`src/rtl/mem_port_arbiter.sv`:
```
// mem_port_arbiter
//   Shares the core's single memory port between instruction fetch and data
//   loads/stores. Data wins by default; after STARVE_LIMIT consecutive data
//   grants with a fetch waiting, the fetch is forced through. Each access
//   produces a one-cycle response pulse to its requester.
//
// Ports
//   CLK, RST                  clock, asynchronous active-high reset
//   fetch_req/fetch_addr      fetch request and address
//   fetch_valid/fetch_instr   fetch response pulse and instruction word
//   data_en/data_addr         data access request and byte address
//   store_size/store_data     00 byte, 01 half, 10 word store, 11 load
//   mem_read_data_valid       load response pulse, data on mem_read_data
//   mem_write_ready           store completion pulse
//   mem_req/mem_we/mem_addr/mem_wdata/mem_be   memory request side
//   mem_ack/mem_rdata                          memory completion side
module mem_port_arbiter #(
   parameter int unsigned STARVE_LIMIT = 8,
   parameter int unsigned AW           = 32
) (
   input  logic          CLK,
   input  logic          RST,
   input  logic          fetch_req,
   input  logic [AW-1:0] fetch_addr,
   output logic          fetch_valid,
   output logic [31:0]   fetch_instr,
   input  logic          data_en,
   input  logic [AW-1:0] data_addr,
   input  logic [1:0]    store_size,
   input  logic [31:0]   store_data,
   output logic          mem_read_data_valid,
   output logic [31:0]   mem_read_data,
   output logic          mem_write_ready,
   output logic          mem_req,
   output logic          mem_we,
   output logic [AW-1:0] mem_addr,
   output logic [31:0]   mem_wdata,
   output logic [3:0]    mem_be,
   input  logic          mem_ack,
   input  logic [31:0]   mem_rdata
);

   localparam int unsigned CW = $clog2(STARVE_LIMIT + 1);

   typedef enum logic [2:0] {StIdle, StFetch, StDread, StDwrite, StResp} state_e;

   state_e          state_q;
   logic [CW-1:0]   starve_cnt_q;
   logic [CW-1:0]   starve_cnt_d;

   logic            grant_data;
   logic            grant_fetch;
   logic [AW-1:0]   sel_addr;
   logic [1:0]      sel_size;
   logic [3:0]      be_d;
   logic [31:0]     wdata_d;
   state_e          grant_state;

   // Grant decision and the memory-side image of the granted request.
   always_comb begin
      grant_data   = data_en && (!fetch_req || (starve_cnt_q < CW'(STARVE_LIMIT)));
      grant_fetch  = fetch_req && !grant_data;
      sel_addr     = grant_data ? data_addr : fetch_addr;
      // A fetch is encoded as a load so it shares the read path below.
      sel_size     = grant_data ? store_size : 2'b11;
      be_d         = 4'b1111;
      wdata_d      = '0;
      unique case (sel_size)
         2'b00: begin
            be_d    = 4'b0001 << sel_addr[1:0];
            wdata_d = {4{store_data[7:0]}};
         end
         2'b01: begin
            be_d    = 4'b0011 << {sel_addr[1], 1'b0};
            wdata_d = {2{store_data[15:0]}};
         end
         2'b10: begin
            wdata_d = store_data;
         end
         default: ;
      endcase

      if (!grant_data) begin
         grant_state = StFetch;
      end else if (sel_size == 2'b11) begin
         grant_state = StDread;
      end else begin
         grant_state = StDwrite;
      end

      starve_cnt_d = starve_cnt_q;
      if (grant_data && fetch_req) begin
         if (starve_cnt_q < CW'(STARVE_LIMIT)) begin
            starve_cnt_d = starve_cnt_q + CW'(1);
         end
      end else if (grant_data || grant_fetch) begin
         starve_cnt_d = '0;
      end
   end

   always_ff @(posedge CLK or posedge RST) begin
      if (RST) begin
         state_q             <= StIdle;
         starve_cnt_q        <= '0;
         fetch_valid         <= 1'b0;
         fetch_instr         <= '0;
         mem_read_data_valid <= 1'b0;
         mem_read_data       <= '0;
         mem_write_ready     <= 1'b0;
         mem_req             <= 1'b0;
         mem_we              <= 1'b0;
         mem_addr            <= '0;
         mem_wdata           <= '0;
         mem_be              <= '0;
      end else begin
         unique case (state_q)
            StIdle: begin
               if (grant_data || grant_fetch) begin
                  state_q      <= grant_state;
                  starve_cnt_q <= starve_cnt_d;
                  mem_req      <= 1'b1;
                  mem_we       <= (sel_size != 2'b11);
                  mem_addr     <= {sel_addr[AW-1:2], 2'b00};
                  mem_be       <= be_d;
                  mem_wdata    <= wdata_d;
               end
            end
            StFetch: begin
               if (mem_ack) begin
                  state_q     <= StResp;
                  fetch_instr <= mem_rdata;
                  fetch_valid <= 1'b1;
                  mem_req     <= 1'b0;
                  mem_we      <= 1'b0;
               end
            end
            StDread: begin
               if (mem_ack) begin
                  state_q             <= StResp;
                  mem_read_data       <= mem_rdata;
                  mem_read_data_valid <= 1'b1;
                  mem_req             <= 1'b0;
                  mem_we              <= 1'b0;
               end
            end
            StDwrite: begin
               if (mem_ack) begin
                  state_q         <= StResp;
                  mem_write_ready <= 1'b1;
                  mem_req         <= 1'b0;
                  mem_we          <= 1'b0;
               end
            end
            StResp: begin
               state_q             <= StIdle;
               fetch_valid         <= 1'b0;
               mem_read_data_valid <= 1'b0;
               mem_write_ready     <= 1'b0;
            end
            default: begin
               state_q <= StIdle;
            end
         endcase
      end
   end

endmodule

```
`config.mk`:
```
export PLATFORM = sky130hd
export DESIGN_NAME = mem_port_arbiter
export DESIGN_NICKNAME = d
export VERILOG_FILES = /design/src/rtl/mem_port_arbiter.sv
export SDC_FILE = /design/constraint.sdc
export NUM_CORES = 1
export LEC_CHECK = 0
export BUFFER_PORTS_ARGS = -buffer_cell sky130_fd_sc_hd__clkbuf_2
export CAP_MARGIN = 20
export CORE_AREA = 2 2 128 130
export CTS_BUF_LIST = sky130_fd_sc_hd__clkbuf_8
export DETAILED_ROUTE_END_ITERATION = 10
export DIE_AREA = 0 0 130 132
export HOLD_SLACK_MARGIN = 0.12
export PLACE_DENSITY_LB_ADDON = 0.1
export SETUP_SLACK_MARGIN = 0.15
export SYNTH_ARGS = -nofsm -noshare
export SYNTH_HDL_FRONTEND = slang
export SYNTH_SLANG_ARGS = --single-unit
```
`constraint.sdc`:
```
create_clock -name CLK -period 5.6 [get_ports CLK]
set_input_delay 0.56 -clock CLK [delete_from_list [all_inputs] [get_ports CLK]]
set_output_delay 0.56 -clock CLK [all_outputs]
set_load 0.01 [all_outputs]
```
==> impl_metrics.env <==
export IMPL_arrival_ps=2820
export IMPL_areaGrowthSynthToFinish_pct=32.2
export IMPL_grt_pass1_wl_um=25900
export IMPL_clock_path_buffers=2
export IMPL_fin_crit_sh_pct=43.8
export IMPL_synth_edf_count=0
export IMPL_nets=886
export IMPL_grt_pass1_vias=5083
export IMPL_finalMaxSlewViolations=0
export IMPL_synth_commonest_cells="dfrtp_1, o21ai_0, mux2_2"
export IMPL_power_density_nw_per_um2=549
export IMPL_comb_power_share_pct=38.0
export IMPL_track_usage_pct=19.1
export IMPL_p_switching_w=0.00157
export IMPL_finalWirelength_um=16100
export IMPL_synth_largest_area_cell="dfrtp_1"
export IMPL_grt_max_degree=93
export IMPL_timing_hold_ws_ps=256
export IMPL_fmax_ghz=0.408
export IMPL_cts_buffers=17
export IMPL_worstSetupEndpointType="flop"
export IMPL_cts_max_level=4
export IMPL_drtAntennaViolNets=0
export IMPL_synth_seq_cells=142
export IMPL_status="complete, no violations"
export IMPL_leakage_nw=4.08
export IMPL_crit_slowest_cell="a2111oi_4"
export IMPL_crit_chain="or3_4 > a2111oi_4 > a22o_2"
export IMPL_die_x_um=130
export IMPL_core_area_um2=15700
export IMPL_setup_violations=0
export IMPL_syn_avg_cell_area_um2=12.4
export IMPL_ys_warn_count=0
export IMPL_worst_slew_pin_slew_ps=1040
export IMPL_dieArea_um2=17200
export IMPL_postCtsSetupRepairBufs=0
export IMPL_clkTransAtPathRegs_ps=80
export IMPL_switching_share_pct=35.0
export IMPL_wl_per_cell_um=16.5
export IMPL_critPathTopFamily="compound AO/OA/AOI/OAI gates"
export IMPL_p_seq_share_pct=39.9
export IMPL_place_congestion=0.756
export IMPL_cpPeakStageDelay_ps=1000
export IMPL_cts_root_buf="clkbuf_8"
export IMPL_syn_inst=497
export IMPL_finalClockSkew_ps=16.6
export IMPL_finalSetupTns_ps=0
export IMPL_cts_hold_buf=0
export IMPL_io_pins=272
export IMPL_insertion_delay_ps=440
export IMPL_clockPowerShare_pct=22.1
export IMPL_ctsResizeCount=0
export IMPL_synth_area_um2=6180
export IMPL_dr_pass1_iters=4
export IMPL_final_hold_violation_count=0
export IMPL_layout_drive_gt1_share_pct=50.2
export IMPL_first_iter_violations=208
export IMPL_crit_buf_inv=0
export IMPL_grt_overflow_total=0
export IMPL_start_util_pct=39.3
export IMPL_slew_headroom_pct=30.6
export IMPL_cp_required_ps=5970
export IMPL_vias=4891
export IMPL_synth_flop_cell="dfrtp_1"
export IMPL_diodes=0
export IMPL_die_h_um=132
export IMPL_period_needed_ps=2450
export IMPL_rsz0062_at_grt="false"
export IMPL_antenna_found_initial=0
export IMPL_via_per_inst=5.01
export IMPL_ys_types=38
export IMPL_min_path_type="input port to asynchronous set/reset pin"
export IMPL_place_port_buffers=267
export IMPL_intPower_w=0.00292
export IMPL_dpl_hpwl_um=11500
export IMPL_synth_most_common_cell="dfrtp_1"
export IMPL_synth_async_reset_ratio_pct=100
export IMPL_cts_tree="yes"
export IMPL_row_count=46
export IMPL_seq_area_frac_synth_pct=57.5
export IMPL_critPathKind="flop to flop"
export IMPL_crit_path_max_fanout=48
export IMPL_crit_path_start_kind="flop"
export IMPL_cap_violations=0
export IMPL_yosys_top_cells_area="dfrtp_1, mux2_2, o21ai_0"
export IMPL_yosysTopAreaCellShare_pct=57.5
export IMPL_cts_sinks=142
export IMPL_ir_drop_mv=0.320
export IMPL_route_detailed_drc=0
==> placed cells by master, fill, tap and decap left out, types with 2 or more instances in the layout <==
cell and n:
clkbuf_2 267, dfrtp_1 142, o21ai_0 96, mux2_2 64, mux2i_1 47, clkbuf_8 20, a22o_1 19, nor2b_1 10
a21oi_1 9, nand3b_1 8, o31ai_1 8, inv_1 6, a22o_2 6, bufinv_16 6, buf_4 6, a211oi_1 5
nor2_1 4, o21ai_1 3, nand3_1 3, nand2_1 3, a21o_1 3, nor3_1 2, and3b_1 2, conb_1 2
clkinv_4 2
==> metal layers <==
metal  global-route usage, %  wire length (um)  share of wire, %  vias to the layer above
li1                        -                 -                 -                     2312
met1                    23.7              6670                41                     2401
met2                    31.6              8050                50                      165
met3                    6.29              1210               7.5                       13
met4                    5.32               180               1.1                        0
met5                       0                 0                 0                        -
==> logic make-up after synthesis <==
group                    synth area share, %
other                                 0.0607
AND/OR/NAND/NOR                         4.03
multiplexers                            19.3
adder cells (fa/ha/maj)                0.203
buffers and inverters                   3.44
flip-flops                              57.5
AO/OA/AOI/OAI                           15.4
==> power by group through the flow <==
stage	sequential, W	clock, W	combinational [W]
final	0.00179	0.000992	0.00170
after global routing	0.00186	0.00106	0.00189
after CTS	0.00180	0.00102	0.00174
after detailed placement	0.00181	0	0.00174
after global placement	0.00178	0	0.00171
after floorplan	0.00200	0	0.000769
==> final cells by class <==
cell class	count	area (um2)
Clock inverter	10	210
Timing Repair Buffer	273	1380
Tap cell	216	270
Inverter	7	31.3
Multi-Input combinational cell	309	2440
Sequential cell	142	3550
Clock buffer	20	275
Fill cell	1451	7550
==> metrics by stage <==
stage               cells  cell area [um2]  total power, W  utilization [%]  setup slack [ps]
floorplan             498             6180         0.00277                -              1230
global placement      947             7680         0.00349             48.9              3040
detailed placement    947             7680         0.00355             48.9              2990
CTS                   977             8160         0.00456             52.0              3110
global route          977             8160         0.00481             52.0              2990
finish                977             8160         0.00448             52.0              3150
==> final timing paths <==
path / from / end / slack, ps / cells after the start
worst min register to register: fetch_valid / fetch_valid / 480 / 1
max in group asynchronous: RST / mem_addr[26] / 4110 / 3
worst min-delay path: RST / mem_read_data[2] / 260 / 2
worst max-delay path: state_q[1] / mem_wdata[3] / 3150 / 3
worst max register to register: state_q[1] / mem_wdata[3] / 3150 / 3
min in group CLK: mem_rdata[9] / fetch_instr[9] / 370 / 2
==> worst reg2reg max path, cell delays in order (launching register included) <==
cell and delay [ps]:
dfrtp_1 480, or3_4 620, a2111oi_4 1000, a22o_2 280
==> flip-flops by register name (all words and copies together) (netlist names) <==
register and flops:
mem_we 1, fetch_valid 1, fetch_instr 32, mem_read_data_valid 1
mem_read_data 32, mem_wdata 32, state_q 3, starve_cnt_q 4
mem_req 1, mem_be 4, mem_write_ready 1, mem_addr 30
(Power assumes the default switching activity.)
